### src/rtl/rv_pkg.sv
// Shared RV32I decode constants and immediate helpers for the branch controller.
package rv_pkg;

    // Major opcodes handled by the redirect logic
    localparam logic [6:0] OP_BRANCH = 7'b1100011;
    localparam logic [6:0] OP_JAL    = 7'b1101111;
    localparam logic [6:0] OP_JALR   = 7'b1100111;

    // Conditional-branch funct3 codes (010/011 are reserved)
    localparam logic [2:0] F3_BEQ  = 3'b000;
    localparam logic [2:0] F3_BNE  = 3'b001;
    localparam logic [2:0] F3_BLT  = 3'b100;
    localparam logic [2:0] F3_BGE  = 3'b101;
    localparam logic [2:0] F3_BLTU = 3'b110;
    localparam logic [2:0] F3_BGEU = 3'b111;

    // Squash counter width; SQUASH_CYC is limited to 1..7
    localparam int unsigned SQ_W = 3;

    typedef enum logic [0:0] {
        StIdle,
        StSquash
    } state_e;

    // B-type immediate, 13-bit signed byte offset
    function automatic logic [12:0] b_imm(input logic [31:0] insn);
        return {insn[31], insn[7], insn[30:25], insn[11:8], 1'b0};
    endfunction

    // J-type immediate, 21-bit signed byte offset
    function automatic logic [20:0] j_imm(input logic [31:0] insn);
        return {insn[31], insn[19:12], insn[20], insn[30:21], 1'b0};
    endfunction

endpackage

### src/rtl/branch_ctrl_if.sv
// Fetch/decode handshake between pc (master) and branch_ctrl (slave).
interface branch_ctrl_if #(
    parameter int unsigned LABEL_W = 13,
    parameter int unsigned CNT_W   = 16
);
    logic [31:0]        insn;
    logic               insn_valid;
    logic [31:0]        rs1_data;
    logic [31:0]        rs2_data;
    logic               branch;
    logic               jump;
    logic               zero;
    logic [LABEL_W-1:0] label;
    logic               flush;
    logic               illegal;
    logic               jal_oor;
    logic [CNT_W-1:0]   taken_cnt;

    modport master (
        output insn, insn_valid, rs1_data, rs2_data,
        input  branch, jump, zero, label, flush, illegal, jal_oor, taken_cnt
    );

    modport slave (
        input  insn, insn_valid, rs1_data, rs2_data,
        output branch, jump, zero, label, flush, illegal, jal_oor, taken_cnt
    );
endinterface

### src/rtl/branch_ctrl_cmp.sv
// Combinational RV32I branch condition evaluator.
module branch_cmp
    import rv_pkg::*;
(
    input  logic [2:0]  funct3_i,
    input  logic [31:0] rs1_i,
    input  logic [31:0] rs2_i,
    output logic        cond_o,
    output logic        illegal_o
);

    logic eq;
    logic lt_s;
    logic lt_u;

    assign eq   = (rs1_i == rs2_i);
    assign lt_s = ($signed(rs1_i) < $signed(rs2_i));
    assign lt_u = (rs1_i < rs2_i);

    // Select the condition for funct3; reserved codes flag illegal
    always_comb begin
        cond_o    = 1'b0;
        illegal_o = 1'b0;
        case (funct3_i)
            F3_BEQ:  cond_o = eq;
            F3_BNE:  cond_o = ~eq;
            F3_BLT:  cond_o = lt_s;
            F3_BGE:  cond_o = ~lt_s;
            F3_BLTU: cond_o = lt_u;
            F3_BGEU: cond_o = ~lt_u;
            default: illegal_o = 1'b1;
        endcase
    end

endmodule

### src/rtl/branch_ctrl.sv
// Decode-side branch/JAL resolver: registers one redirect decision per accepted
// instruction and discards the wrong-path fetch slots after a taken redirect.
module branch_ctrl
    import rv_pkg::*;
#(
    parameter int unsigned LABEL_W    = 13,
    parameter int unsigned SQUASH_CYC = 2,
    parameter int unsigned CNT_W      = 16
) (
    input logic           clk,
    input logic           rst,
    branch_ctrl_if.slave  bus
);

    logic [6:0] opcode;
    logic [2:0] funct3;
    logic       is_b;
    logic       is_jal;
    logic       is_jalr;
    logic       cmp_cond;
    logic       cmp_illegal;

    logic [12:0]        bi;
    logic [20:0]        ji;
    logic signed [31:0] j_sext;
    logic signed [31:0] j_hi;
    logic               j_fits;

    logic               dec_branch;
    logic               dec_zero;
    logic               dec_jump;
    logic               dec_illegal;
    logic               dec_oor;
    logic               dec_taken;
    logic [LABEL_W-1:0] dec_label;

    state_e             state_q;
    logic [SQ_W-1:0]    sq_cnt_q;
    logic               branch_q;
    logic               jump_q;
    logic               zero_q;
    logic               flush_q;
    logic               illegal_q;
    logic               jal_oor_q;
    logic [LABEL_W-1:0] label_q;
    logic [CNT_W-1:0]   taken_cnt_q;
    logic [CNT_W-1:0]   taken_cnt_d;

    assign opcode  = bus.insn[6:0];
    assign funct3  = bus.insn[14:12];
    assign is_b    = (opcode == OP_BRANCH);
    assign is_jal  = (opcode == OP_JAL);
    assign is_jalr = (opcode == OP_JALR);

    branch_cmp u_cmp (
        .funct3_i  (funct3),
        .rs1_i     (bus.rs1_data),
        .rs2_i     (bus.rs2_data),
        .cond_o    (cmp_cond),
        .illegal_o (cmp_illegal)
    );

    // Immediate extraction and JAL range check against the label width
    always_comb begin
        bi     = b_imm(bus.insn);
        ji     = j_imm(bus.insn);
        j_sext = {{11{ji[20]}}, ji};
        // Bits above the label's sign bit must all replicate it
        j_hi   = j_sext >>> (LABEL_W - 1);
        j_fits = (j_hi == '0) || (j_hi == '1);
    end

    // Next-cycle decision for the instruction currently on the bus
    always_comb begin
        dec_branch  = is_b & ~cmp_illegal;
        dec_zero    = is_b & ~cmp_illegal & cmp_cond;
        dec_jump    = is_jal & j_fits;
        dec_oor     = is_jal & ~j_fits;
        dec_illegal = (is_b & cmp_illegal) | is_jalr;
        dec_taken   = (dec_branch & dec_zero) | dec_jump;
        dec_label   = is_jal ? LABEL_W'(ji) : LABEL_W'($signed(bi));
    end

    // Saturating taken-redirect count
    always_comb begin
        taken_cnt_d = taken_cnt_q;
        if (taken_cnt_q != '1) begin
            taken_cnt_d = taken_cnt_q + 1'b1;
        end
    end

    // FSM with registered outputs; state moves to squash at the accept edge so the
    // slot presented during the redirect's output cycle is the first one discarded
    always_ff @(posedge clk or negedge rst) begin
        if (!rst) begin
            state_q     <= StIdle;
            sq_cnt_q    <= '0;
            branch_q    <= 1'b0;
            jump_q      <= 1'b0;
            zero_q      <= 1'b0;
            flush_q     <= 1'b0;
            illegal_q   <= 1'b0;
            jal_oor_q   <= 1'b0;
            label_q     <= '0;
            taken_cnt_q <= '0;
        end else begin
            branch_q  <= 1'b0;
            jump_q    <= 1'b0;
            zero_q    <= 1'b0;
            illegal_q <= 1'b0;
            jal_oor_q <= 1'b0;
            case (state_q)
                StIdle: begin
                    if (bus.insn_valid) begin
                        branch_q  <= dec_branch;
                        jump_q    <= dec_jump;
                        zero_q    <= dec_zero;
                        illegal_q <= dec_illegal;
                        jal_oor_q <= dec_oor;
                        // Label only changes when there is a redirect target to show
                        if (dec_branch || dec_jump) begin
                            label_q <= dec_label;
                        end
                        if (dec_taken) begin
                            state_q     <= StSquash;
                            sq_cnt_q    <= SQ_W'(SQUASH_CYC);
                            flush_q     <= 1'b1;
                            taken_cnt_q <= taken_cnt_d;
                        end
                    end
                end
                StSquash: begin
                    if (bus.insn_valid) begin
                        if (sq_cnt_q <= SQ_W'(1)) begin
                            state_q  <= StIdle;
                            sq_cnt_q <= '0;
                            flush_q  <= 1'b0;
                        end else begin
                            sq_cnt_q <= sq_cnt_q - 1'b1;
                        end
                    end
                end
                default: begin
                    state_q  <= StIdle;
                    sq_cnt_q <= '0;
                    flush_q  <= 1'b0;
                end
            endcase
        end
    end

    assign bus.branch    = branch_q;
    assign bus.jump      = jump_q;
    assign bus.zero      = zero_q;
    assign bus.flush     = flush_q;
    assign bus.illegal   = illegal_q;
    assign bus.jal_oor   = jal_oor_q;
    assign bus.label     = label_q;
    assign bus.taken_cnt = taken_cnt_q;

endmodule

### src/flat_wrapper.sv
// flat-port wrapper written by rule: the top's interface ports become plain ports
module branch_ctrl_flat import rv_pkg::*;
#(
    parameter int unsigned LABEL_W    = 13,
    parameter int unsigned SQUASH_CYC = 2,
    parameter int unsigned CNT_W      = 16
)
  (clk, rst, bus_insn, bus_insn_valid, bus_rs1_data, bus_rs2_data, bus_branch, bus_jump, bus_zero, bus_label, bus_flush, bus_illegal, bus_jal_oor, bus_taken_cnt);
  branch_ctrl_if #(.LABEL_W(LABEL_W), .CNT_W(CNT_W)) bus_i ();
  input logic clk;
  input logic rst;
  input wire logic [$bits(bus_i.insn)-1:0] bus_insn;
  input wire logic [$bits(bus_i.insn_valid)-1:0] bus_insn_valid;
  input wire logic [$bits(bus_i.rs1_data)-1:0] bus_rs1_data;
  input wire logic [$bits(bus_i.rs2_data)-1:0] bus_rs2_data;
  output wire logic [$bits(bus_i.branch)-1:0] bus_branch;
  output wire logic [$bits(bus_i.jump)-1:0] bus_jump;
  output wire logic [$bits(bus_i.zero)-1:0] bus_zero;
  output wire logic [$bits(bus_i.label)-1:0] bus_label;
  output wire logic [$bits(bus_i.flush)-1:0] bus_flush;
  output wire logic [$bits(bus_i.illegal)-1:0] bus_illegal;
  output wire logic [$bits(bus_i.jal_oor)-1:0] bus_jal_oor;
  output wire logic [$bits(bus_i.taken_cnt)-1:0] bus_taken_cnt;
  assign bus_i.insn = bus_insn;
  assign bus_i.insn_valid = bus_insn_valid;
  assign bus_i.rs1_data = bus_rs1_data;
  assign bus_i.rs2_data = bus_rs2_data;
  assign bus_branch = bus_i.branch;
  assign bus_jump = bus_i.jump;
  assign bus_zero = bus_i.zero;
  assign bus_label = bus_i.label;
  assign bus_flush = bus_i.flush;
  assign bus_illegal = bus_i.illegal;
  assign bus_jal_oor = bus_i.jal_oor;
  assign bus_taken_cnt = bus_i.taken_cnt;
  branch_ctrl #(.LABEL_W(LABEL_W), .SQUASH_CYC(SQUASH_CYC), .CNT_W(CNT_W)) u_core (.clk(clk), .rst(rst), .bus(bus_i));
endmodule
### config.mk
export PLATFORM = sky130hd
export DESIGN_NAME = branch_ctrl_flat
export DESIGN_NICKNAME = d
export VERILOG_FILES = /design/src/rtl/rv_pkg.sv /design/src/rtl/branch_ctrl_if.sv /design/src/rtl/branch_ctrl_cmp.sv /design/src/rtl/branch_ctrl.sv /design/src/flat_wrapper.sv
export SDC_FILE = /design/constraint.sdc
export NUM_CORES = 1
export LEC_CHECK = 0
export BUFFER_PORTS_ARGS = -buffer_cell sky130_fd_sc_hd__buf_4
export CORE_ASPECT_RATIO = 1.5
export CORE_MARGIN = 3
export CORE_UTILIZATION = 45
export DETAILED_ROUTE_END_ITERATION = 10
export HOLD_SLACK_MARGIN = 0.12
export PLACE_DENSITY = 0.79
export SLEW_MARGIN = 5
export SYNTH_ARGS = -nofsm -noshare
export SYNTH_HDL_FRONTEND = slang
export SYNTH_SLANG_ARGS = --single-unit
### constraint.sdc
create_clock -name clk -period 2.7 [get_ports clk]
set_input_delay 0.27 -clock clk [delete_from_list [all_inputs] [get_ports clk]]
set_output_delay 0.27 -clock clk [all_outputs]
set_load 0.005 [all_outputs]
==> results of run 1 <==
==> worst paths after layout <==
path | start | end | slack [ns] | cells after the start
worst min-delay path | bus_insn[25] | u_core.bus.label[5] | 0.21 | 2
max in group asynchronous | rst | u_core.bus.taken_cnt[15] | 1.89 | 2
worst min register to register | u_core.bus.label[9] | u_core.bus.label[9] | 0.51 | 1
worst max register to register | u_core.bus.taken_cnt[2] | u_core.bus.taken_cnt[1] | 0.25 | 9
worst max-delay path | bus_rs2_data[14] | u_core.bus.taken_cnt[1] | 0.09 | 12
min in group asynchronous | rst | u_core.bus.label[8] | 0.48 | 2
==> synthesized netlist by cell type (5+ instances only) <==
cell     instances
a21oi_1         23
and3_1           6
dfrtp_1         38
ha_1            35
inv_1           40
mux2_2           6
mux2i_1          8
nand2_1         19
nand3_1         13
nand4_1         13
nor2_1          18
nor2b_1          5
o21ai_0          9
xnor2_1         12
==> registers in the layout (all words and copies together), names as in the netlist <==
signal / cells
u_core.bus.branch: 1
u_core.bus.flush: 1
u_core.bus.illegal: 1
u_core.bus.jal_oor: 1
u_core.bus.jump: 1
u_core.bus.label: 12
u_core.bus.taken_cnt: 16
u_core.bus.zero: 1
u_core.sq_cnt_q: 3
u_core.state_q: 1
==> through the flow <==
| stage | hold slack [ns] | cell area [um^2] | setup WS, ns |
|---|---|---|---|
| after global placement | 0.260 | 3880 | -0.157 |
| after detailed placement | 0.261 | 3880 | -0.208 |
| after global routing | 0.212 | 4200 | -0.0167 |
| after CTS | 0.202 | 3980 | 0.0944 |
| final | 0.211 | 4200 | 0.0926 |
| after floorplan | -0.0256 | 2690 | 0.0342 |
==> where the power goes <==
| group | switching [mW] | internal [mW] | total [mW] |
|---|---|---|---|
| logic | 0.199 | 0.244 | 0.443 |
| clock network | 0.197 | 0.205 | 0.402 |
| registers | 0.0251 | 0.610 | 0.636 |
| total | 0.421 | 1.06 | 1.48 |
==> metal layers <==
| layer | part of all wire | GRT usage | vias up | wire length (um) |
|---|---|---|---|---|
| li1 | - | - | 1344 | - |
| met1 | 0.38 | 0.257 | 1331 | 3190 |
| met2 | 0.53 | 0.440 | 124 | 4490 |
| met3 | 0.067 | 0.0499 | 19 | 566 |
| met4 | 0.025 | 0.0722 | 0 | 215 |
| met5 | 0 | 0 | - | 0 |
==> cell type report <==
class                   instances  area share
well taps                      70      0.0209
repair buffers                151       0.278
multi-input cells             214       0.417
flip-flops and latches         38       0.226
inverters                      40      0.0357
clock buffers                   6      0.0197
clock inverters                 2     0.00298
==> logic make-up after synthesis <==
family | synth area share
and+or+nand+nor | 0.188
AOI/OAI and AO/OA | 0.126
buffers and inverters | 0.0661
DFF | 0.354
adders and majority gates | 0.163
muxes | 0.0591
xor gates and xnor gates | 0.0424
other | 0.00140
==> timing repair <==
item,CTS,global route
hold endpoints to repair,38,0
resized for setup,0,30
hold buffers,1,0
setup endpoints to repair,0,16
setup buffers,0,1
==> results_dict.tcl, run 1 <==
set metrics [dict create \
    cts_buffers 5 \
    crit_arrival_ns 2.77 \
    crit_required_ns 2.86 \
    multi_input_area_um2 1750 \
    hold_viol_final 0 \
    p_per_area_nw_per_um2 352 \
    slowest_stage "a221o_1" \
    cts_tree "yes" \
    synth-seq-cells 38 \
    finalCriticalPeriod_ns 2.61 \
    cts_root_buf "clkbuf_8" \
    ys.flop_type "dfrtp_1" \
    synth.lib_cells_used.distinct 46 \
    clk_pin_slew_ns 0.08 \
    drtAntennaViolNets 0 \
    crit_fanout 4 \
    p_total_mw 1.48 \
    most-common-layout-cells "buf_4, dfrtp_1, inv_1, ha_1" \
    initial_core_util 0.479 \
    gr-total-overflow 0 \
    max_slew_margin 0.651 \
    tns_ns 0 \
    irDropWorstVdd_mv 0.348 \
    hold_path.class "in2reg" \
    final_common_cell "buf_4" \
    seq_area_um2 951 \
    ys_async_sr_fraction 1.00 \
    fin_nets 584 \
    layout-drive-gt1-share 0.437 \
    first_iter_violations 64 \
    finalCritPeriodShare 0.966 \
    place_inst 511 \
    synth_nets 430 \
    criticalPathCategory "in2reg" \
    core_region_area_um2 5620 \
    die_width_um 69.1 \
    diodes 0 \
    synth_area_per_cell_um2 9.08 \
    post-route-drc-count 0 \
    tightest_slew_ns 0.518 \
    synth_edf_count 0 \
    clock_path_buffers 2 \
    cts.sinks 38 \
    portBuffers 132 \
    drv_cap 0 \
    synth_seq_area_share 0.354 \
    grt_max_degree 39 \
    instances_no_fill 521 \
    skew_ns 0.00867 \
    syn_inst 296 \
    finalSetupViolations 0 \
    io_pins 134 \
    netlist.area_leader.share 0.354 \
    path_delay_family "compound AO/OA/AOI/OAI gates" \
    die_h_um 101 \
    vias 2818 \
    rows 33 \
    viasPerCell 5.41 \
    fmax_mhz 384 \
    post-route-util 0.748 \
    cp_cell_sequence "buf_4 -> inv_2 -> ha_4 -> a21oi_2 -> nand2_1 -> a221o_1 -> o31a_1 -> o21a_1 -> o32a_1 -> o21ai_4 -> nand2_2 -> mux2_1" \
    synth.cell_area_um2 2690 \
    drv_slew 0 \
    critPathBufInv 2 \
    post-dp-hpwl_um 6770 \
    synth_area_leader_cell "dfrtp_1" \
    first_global_vias 2757 \
    p_leak_nw 2.19 \
    area_growth_pct 56.3 \
    drt-total-wl_um 8450 \
    grt_pass1_wl_um 13000 \
    gp_congestion 0.881 \
    antenna_found_initial 0 \
    avgRoutedWirePerCell_um 16.2 \
    fill_cells 415 \
    synth_warnings 0 \
    synth_area_leaders "dfrtp_1, ha_1, inv_1" \
    end_kind "register" \
    h-tree-depth 2 \
    outcome "complete, no violations" \
    drtPass1Iterations 4 \
    dieArea_um2 6950 \
    start_kind "input pin" \
    grt_use_total 0.232 \
    insertion_delay_ns 0.29 \
    crit_path_max_incr_delay_ns 0.36 \
]
Note: power is estimated with default switching activity, not from simulation.
==> run 2, diff against run 1 <==
Settings changed: BUFFER_PORTS_ARGS -buffer_cell sky130_fd_sc_hd__buf_4 to default, DONT_BUFFER_PORTS from default to 1, PLACE_DENSITY 0.79 to default.
==> run 2 against run 1 <==
Final cell count decreased by 26%. Setup slack improved by 0.13 ns. Combinational power is 45% lower. Critical path type unchanged. Critical path depth unchanged. Largest power group unchanged. Critical endpoint is now u_core.bus.taken_cnt[6]. Sequential power grew 0.8%. Highest routed layer unchanged. Total power decreased by 16%. Routed wire length is 27% lower. Largest cell class unchanged. Utilization is 22 points lower. Flip-flop and latch count stayed put. Die area stayed put. Clock-buffer cell count down 1.
==> results_dict.tcl, run 2 (synthesis results as in run 1) <==
set metrics [dict create \
    dieArea_um2 6950 \
    crit_fanout 16 \
    clock_path_buffers 2 \
    cts.sinks 38 \
    crit_arrival_ns 2.65 \
    criticalPathCategory "in2reg" \
    die_width_um 69.1 \
    rows 33 \
    cp_cell_sequence "inv_1 -> ha_1 -> a21oi_1 -> nand2_1 -> a221o_1 -> o31a_1 -> o21a_1 -> o32a_1 -> o21ai_4 -> buf_12 -> nand4_1 -> xnor2_1" \
    gr-total-overflow 0 \
    vias 2165 \
    largest_reg_flops 16 \
    outcome "complete, no violations" \
    start_kind "input pin" \
    drtAntennaViolNets 0 \
    insertion_delay_ns 0.28 \
    drt-total-wl_um 6180 \
    cts_root_buf "clkbuf_8" \
    area_growth_pct 11.1 \
    skew_ns 0.00579 \
    die_h_um 101 \
    first_global_vias 2177 \
    finalSetupViolations 0 \
    cts_buffers 5 \
    drtPass1Iterations 4 \
    fill_cells 549 \
    crit_path_max_incr_delay_ns 0.36 \
    core_region_area_um2 5620 \
    hold_ws_ns 0.136 \
    irDropWorstVdd_mv 0.403 \
    hold_viol_final 0 \
    h-tree-depth 2 \
    most-common-layout-cells "inv_1, dfrtp_1, ha_1, a21oi_1, nand2_1" \
    path_delay_family "compound AO/OA/AOI/OAI gates" \
    avgRoutedWirePerCell_um 16.1 \
    slowest_stage "a221o_1" \
    post-dp-hpwl_um 5190 \
    finalCriticalPeriod_ns 2.48 \
    fmax_mhz 403 \
    critPathBufInv 2 \
    end_kind "register" \
    drv_slew 0 \
    grt_max_degree 39 \
    post-route-drc-count 0 \
    portBuffers 0 \
    p_leak_nw 1.51 \
    postPlaceCellArea_um2 2870 \
    cts_tree "yes" \
    drv_cap 0 \
    crit_required_ns 2.86 \
    finalCritPeriodShare 0.919 \
    viasPerCell 5.62 \
    initial_core_util 0.479 \
    final_common_cell "inv_1" \
    antenna_found_initial 0 \
    post-route-util 0.532 \
    rsz0062_at_grt "false" \
    grt_pass1_wl_um 9890 \
    hold_path.class "in2reg" \
    fin_nets 449 \
    grt_use_total 0.174 \
    clk_pin_slew_ns 0.07 \
    gp_congestion 0.773 \
    p_per_area_nw_per_um2 416 \
    layout-drive-gt1-share 0.111 \
    diodes 0 \
    io_pins 134 \
    first_iter_violations 42 \
    finalInstanceArea_um2 2990 \
]
[run 2: cell types whose count changed in the layout (fill, tap and decap cells not counted), moves of 8 or more]
cell   change
buf_4    -135
ha_1      +12
ha_4      -12
inv_1      +8
inv_2      -8
[run 2: final timing paths]
| kind | start | slack, ns | depth (start not counted) | end |
|---|---|---|---|---|
| worst max-delay path | bus_rs2_data[14] | 0.22 | 12 | u_core.bus.taken_cnt[6] |
| worst min-delay path | bus_insn[25] | 0.14 | 1 | u_core.bus.label[5] |
| worst max register to register | u_core.bus.taken_cnt[2] | 0.28 | 9 | u_core.bus.taken_cnt[1] |
| worst min register to register | u_core.bus.taken_cnt[5] | 0.53 | 1 | u_core.bus.taken_cnt[5] |
| max in group asynchronous | rst | 2.08 | 2 | u_core.bus.illegal |
| min in group asynchronous | rst | 0.43 | 2 | u_core.bus.taken_cnt[13] |
[run 2: layout make-up]
cell class,count,area [um^2],area share
well taps,70,87.6,0.0293
inverters,40,150,0.0503
multi-input cells,214,1570,0.526
flip-flops and latches,38,951,0.318
clock buffers,5,68.8,0.0230
clock inverters,2,10.0,0.00335
repair buffers,16,148,0.0494
[run 2: routing by layer]
layer | global-route usage | part of all wire
met1 | 0.191 | 0.37
met3 | 0.0399 | 0.079
met2 | 0.327 | 0.53
met4 | 0.0586 | 0.017
met5 | 0 | 0
[run 2: power breakdown]
group          leakage [nW]  switching (mW)  total, mW  internal [mW]
Combinational         0.958           0.133      0.245          0.112
Clock                0.0438           0.182      0.355          0.173
Sequential            0.511          0.0303      0.641          0.611
[run 2: per-stage QoR]
| step | TNS, ns | instances | power, mW | setup WS (ns) |
|---|---|---|---|---|
| floorplan | 0 | 296 | 0.825 | 0.0342 |
| global placement | -0.426 | 376 | 0.874 | -0.0471 |
| detailed placement | -0.687 | 376 | 0.884 | -0.0777 |
| CTS | 0 | 385 | 1.26 | 0.224 |
| global route | 0 | 385 | 1.33 | 0.0181 |
| finish | 0 | 385 | 1.24 | 0.218 |
[run 2: what timing repair did]
| item | in CTS | in global routing |
|---|---|---|
| resized for setup | 0 | 2 |
| endpoints found under the hold margin | 38 | 0 |
| buffers inserted | 0 | 0 |
| setup endpoints to repair | 0 | 8 |
| hold buffers | 2 | 0 |
[run 2: worst reg2reg max path, delay by kind of cell (launching register included)]
family,cells,cell delay [ns]
AND/OR/NAND/NOR,8,1.55
flip-flops,1,0.44
multiplexers,1,0.32
==> run 3, diff against run 2 <==
Settings changed: CELL_PAD_IN_SITES_DETAIL_PLACEMENT from default to 0, CELL_PAD_IN_SITES_GLOBAL_PLACEMENT from default to 1, PLACE_DENSITY_LB_ADDON from default to 0.1.
Clock period 2.7 ns to 2.4 ns, I/O delays scaled along.
==> run 3 against run 2 <==
The run now ends with setup timing left. Register-to-register slack lost 0.12 ns. Clock power up 27%. Total power increased by 21%. Sequential share of layout area decreased by 4.3 points. Critical endpoint is now u_core.bus.taken_cnt[7]. Non-clock buffer count is 16 higher. Highest routed layer unchanged. Cell area is 16% higher. Clock-buffer cell count rose by 1. Combinational power rose by 35%. Sequential power increased by 12%. Clock skew down 0.0016 ns.
==> results_dict.tcl, run 3 (synthesis results as in run 1) <==
set metrics [dict create \
    clk_pin_slew_ns 0.07 \
    first_global_vias 2399 \
    skew_ns 0.00415 \
    h-tree-depth 2 \
    avgRoutedWirePerCell_um 16.0 \
    crit_path_max_incr_delay_ns 0.34 \
    reg2regPathDepth 9 \
    slowest_stage "o32a_1" \
    io_pins 134 \
    finalCriticalPeriod_ns 2.40 \
    finalInstanceArea_um2 3450 \
    postPlaceCellArea_um2 3140 \
    first_iter_violations 27 \
    layout_setup_ws_ns -0.00293 \
    r2r_start "u_core.bus.taken_cnt[3]" \
    grt_pass1_wl_um 10900 \
    crit_arrival_ns 2.58 \
    grt_use_total 0.192 \
    drt-total-wl_um 6430 \
    final_common_cell "dfrtp_1" \
    rows 33 \
    p_leak_nw 1.59 \
    p_total_mw 1.50 \
    antenna_found_initial 0 \
    cp_cell_sequence "inv_2 -> ha_1 -> nand4_1 -> nor2_2 -> a221o_1 -> o31a_1 -> o21a_1 -> o32a_1 -> o21ai_4 -> buf_12 -> nand4_1 -> xnor2_1" \
    drv_cap 0 \
    viasPerCell 5.56 \
    outcome "finished, violations left" \
    fin_nets 465 \
    start_kind "input pin" \
    cp.depth 12 \
    most-common-layout-cells "dfrtp_1, a21oi_1, inv_1, buf_4, nand2_1" \
    insertion_delay_ns 0.28 \
    failed_checks "setup timing" \
    hold_viol_final 0 \
    core_region_area_um2 5620 \
    drtPass1Iterations 4 \
    criticalPathCategory "in2reg" \
    min_from "bus_insn_valid" \
    largest_reg_flops 16 \
    area_growth_pct 28.4 \
    gr-total-overflow 0 \
    die_width_um 69.1 \
    cts_tree "yes" \
    grt_max_degree 39 \
    die_h_um 101 \
    dieArea_um2 6950 \
    layout-drive-gt1-share 0.271 \
    instances_no_fill 402 \
    rrSetupSlack_ns 0.16 \
    cts_buffers 5 \
    irDropWorstVdd_mv 0.448 \
    rsz0062_at_grt "true" \
    post-route-drc-count 0 \
    hold_ws_ns 0.155 \
    cp_common_cell "nand4_1" \
    fmax_mhz 416 \
    cts.sinks 38 \
    hold_depth 3 \
    r2r-end "u_core.bus.taken_cnt[1]" \
    end_kind "register" \
    finalSetupViolations 1 \
    drtAntennaViolNets 0 \
    place_inst 383 \
    vias 2237 \
    gp_congestion 0.813 \
    portBuffers 0 \
    hold_path.class "in2reg" \
    cts_root_buf "clkbuf_8" \
    initial_core_util 0.479 \
    critPathBufInv 2 \
    crit_fanout 8 \
    path_delay_family "compound AO/OA/AOI/OAI gates" \
    drv_slew 0 \
    post-dp-hpwl_um 5370 \
    clock_path_buffers 2 \
    diodes 0 \
    finalCritPeriodShare 1.00 \
    crit_required_ns 2.57 \
    min_delay_worst_endpoint "u_core.state_q" \
    p_per_area_nw_per_um2 435 \
    post-route-util 0.614 \
]
==> run 3: worst max-delay path by stage <==
stage | start | end | slack [ns]
2_1_floorplan | bus_rs1_data[31] | u_core.bus.taken_cnt[1] | -0.17
3_3_place_gp | bus_rs2_data[12] | u_core.bus.taken_cnt[4] | -0.35
3_5_place_dp | bus_rs2_data[12] | u_core.bus.taken_cnt[15] | -0.35
4_1_cts | bus_rs2_data[26] | u_core.bus.taken_cnt[4] | -0.0006
5_1_grt | bus_rs2_data[24] | u_core.bus.taken_cnt[14] | -0.15
6_report | bus_rs2_data[9] | u_core.bus.taken_cnt[7] | -0.003
==> run 3: tightest hold or removal path, cell delays in order <==
cell and delay [ns]:
nand2_1 0.05, nand2_1 0.05, o21ai_0 0.06
==> run 3: cell type report <==
type | instances | area, um^2
well taps | 70 | 87.6
repair buffers | 32 | 293
clock inverters | 2 | 12.5
flip-flops and latches | 38 | 951
multi-input cells | 214 | 1840
fillers | 516 | 2170
inverters | 40 | 180
clock buffers | 6 | 82.6
==> run 3: stage by stage <==
| stage | setup TNS, ns | setup WS, ns |
|---|---|---|
| after floorplan | -1.43 | -0.172 |
| after CTS | -0.000566 | -0.000566 |
| after global placement | -5.37 | -0.347 |
| after detailed placement | -5.49 | -0.354 |
| final | -0.00293 | -0.00293 |
| after global routing | -1.68 | -0.152 |
==> run 3: per-layer routing <==
| layer | global-route usage | share of wire | wire length, um |
|---|---|---|---|
| met1 | 0.206 | 0.36 | 2330 |
| met2 | 0.367 | 0.55 | 3540 |
| met3 | 0.0459 | 0.066 | 423 |
| met4 | 0.0632 | 0.021 | 134 |
| met5 | 0 | 0 | 0 |
==> run 3: what timing repair did <==
item / CTS / global route
gates resized for setup: 7 / 15
hold buffers: 9 / 0
hold endpoints to repair: 45 / 0
pin swaps: 4 / 12
endpoints found under the setup margin: 14 / 16
gates cloned: 0 / 0
setup buffers: 1 / 1
==> run 3: power by group <==
part / switching [mW] / internal [mW] / total, mW / leakage (nW)
clock network: 0.220 / 0.231 / 0.451 / 0.0472
logic: 0.164 / 0.166 / 0.330 / 1.03
registers: 0.0337 / 0.687 / 0.721 / 0.511
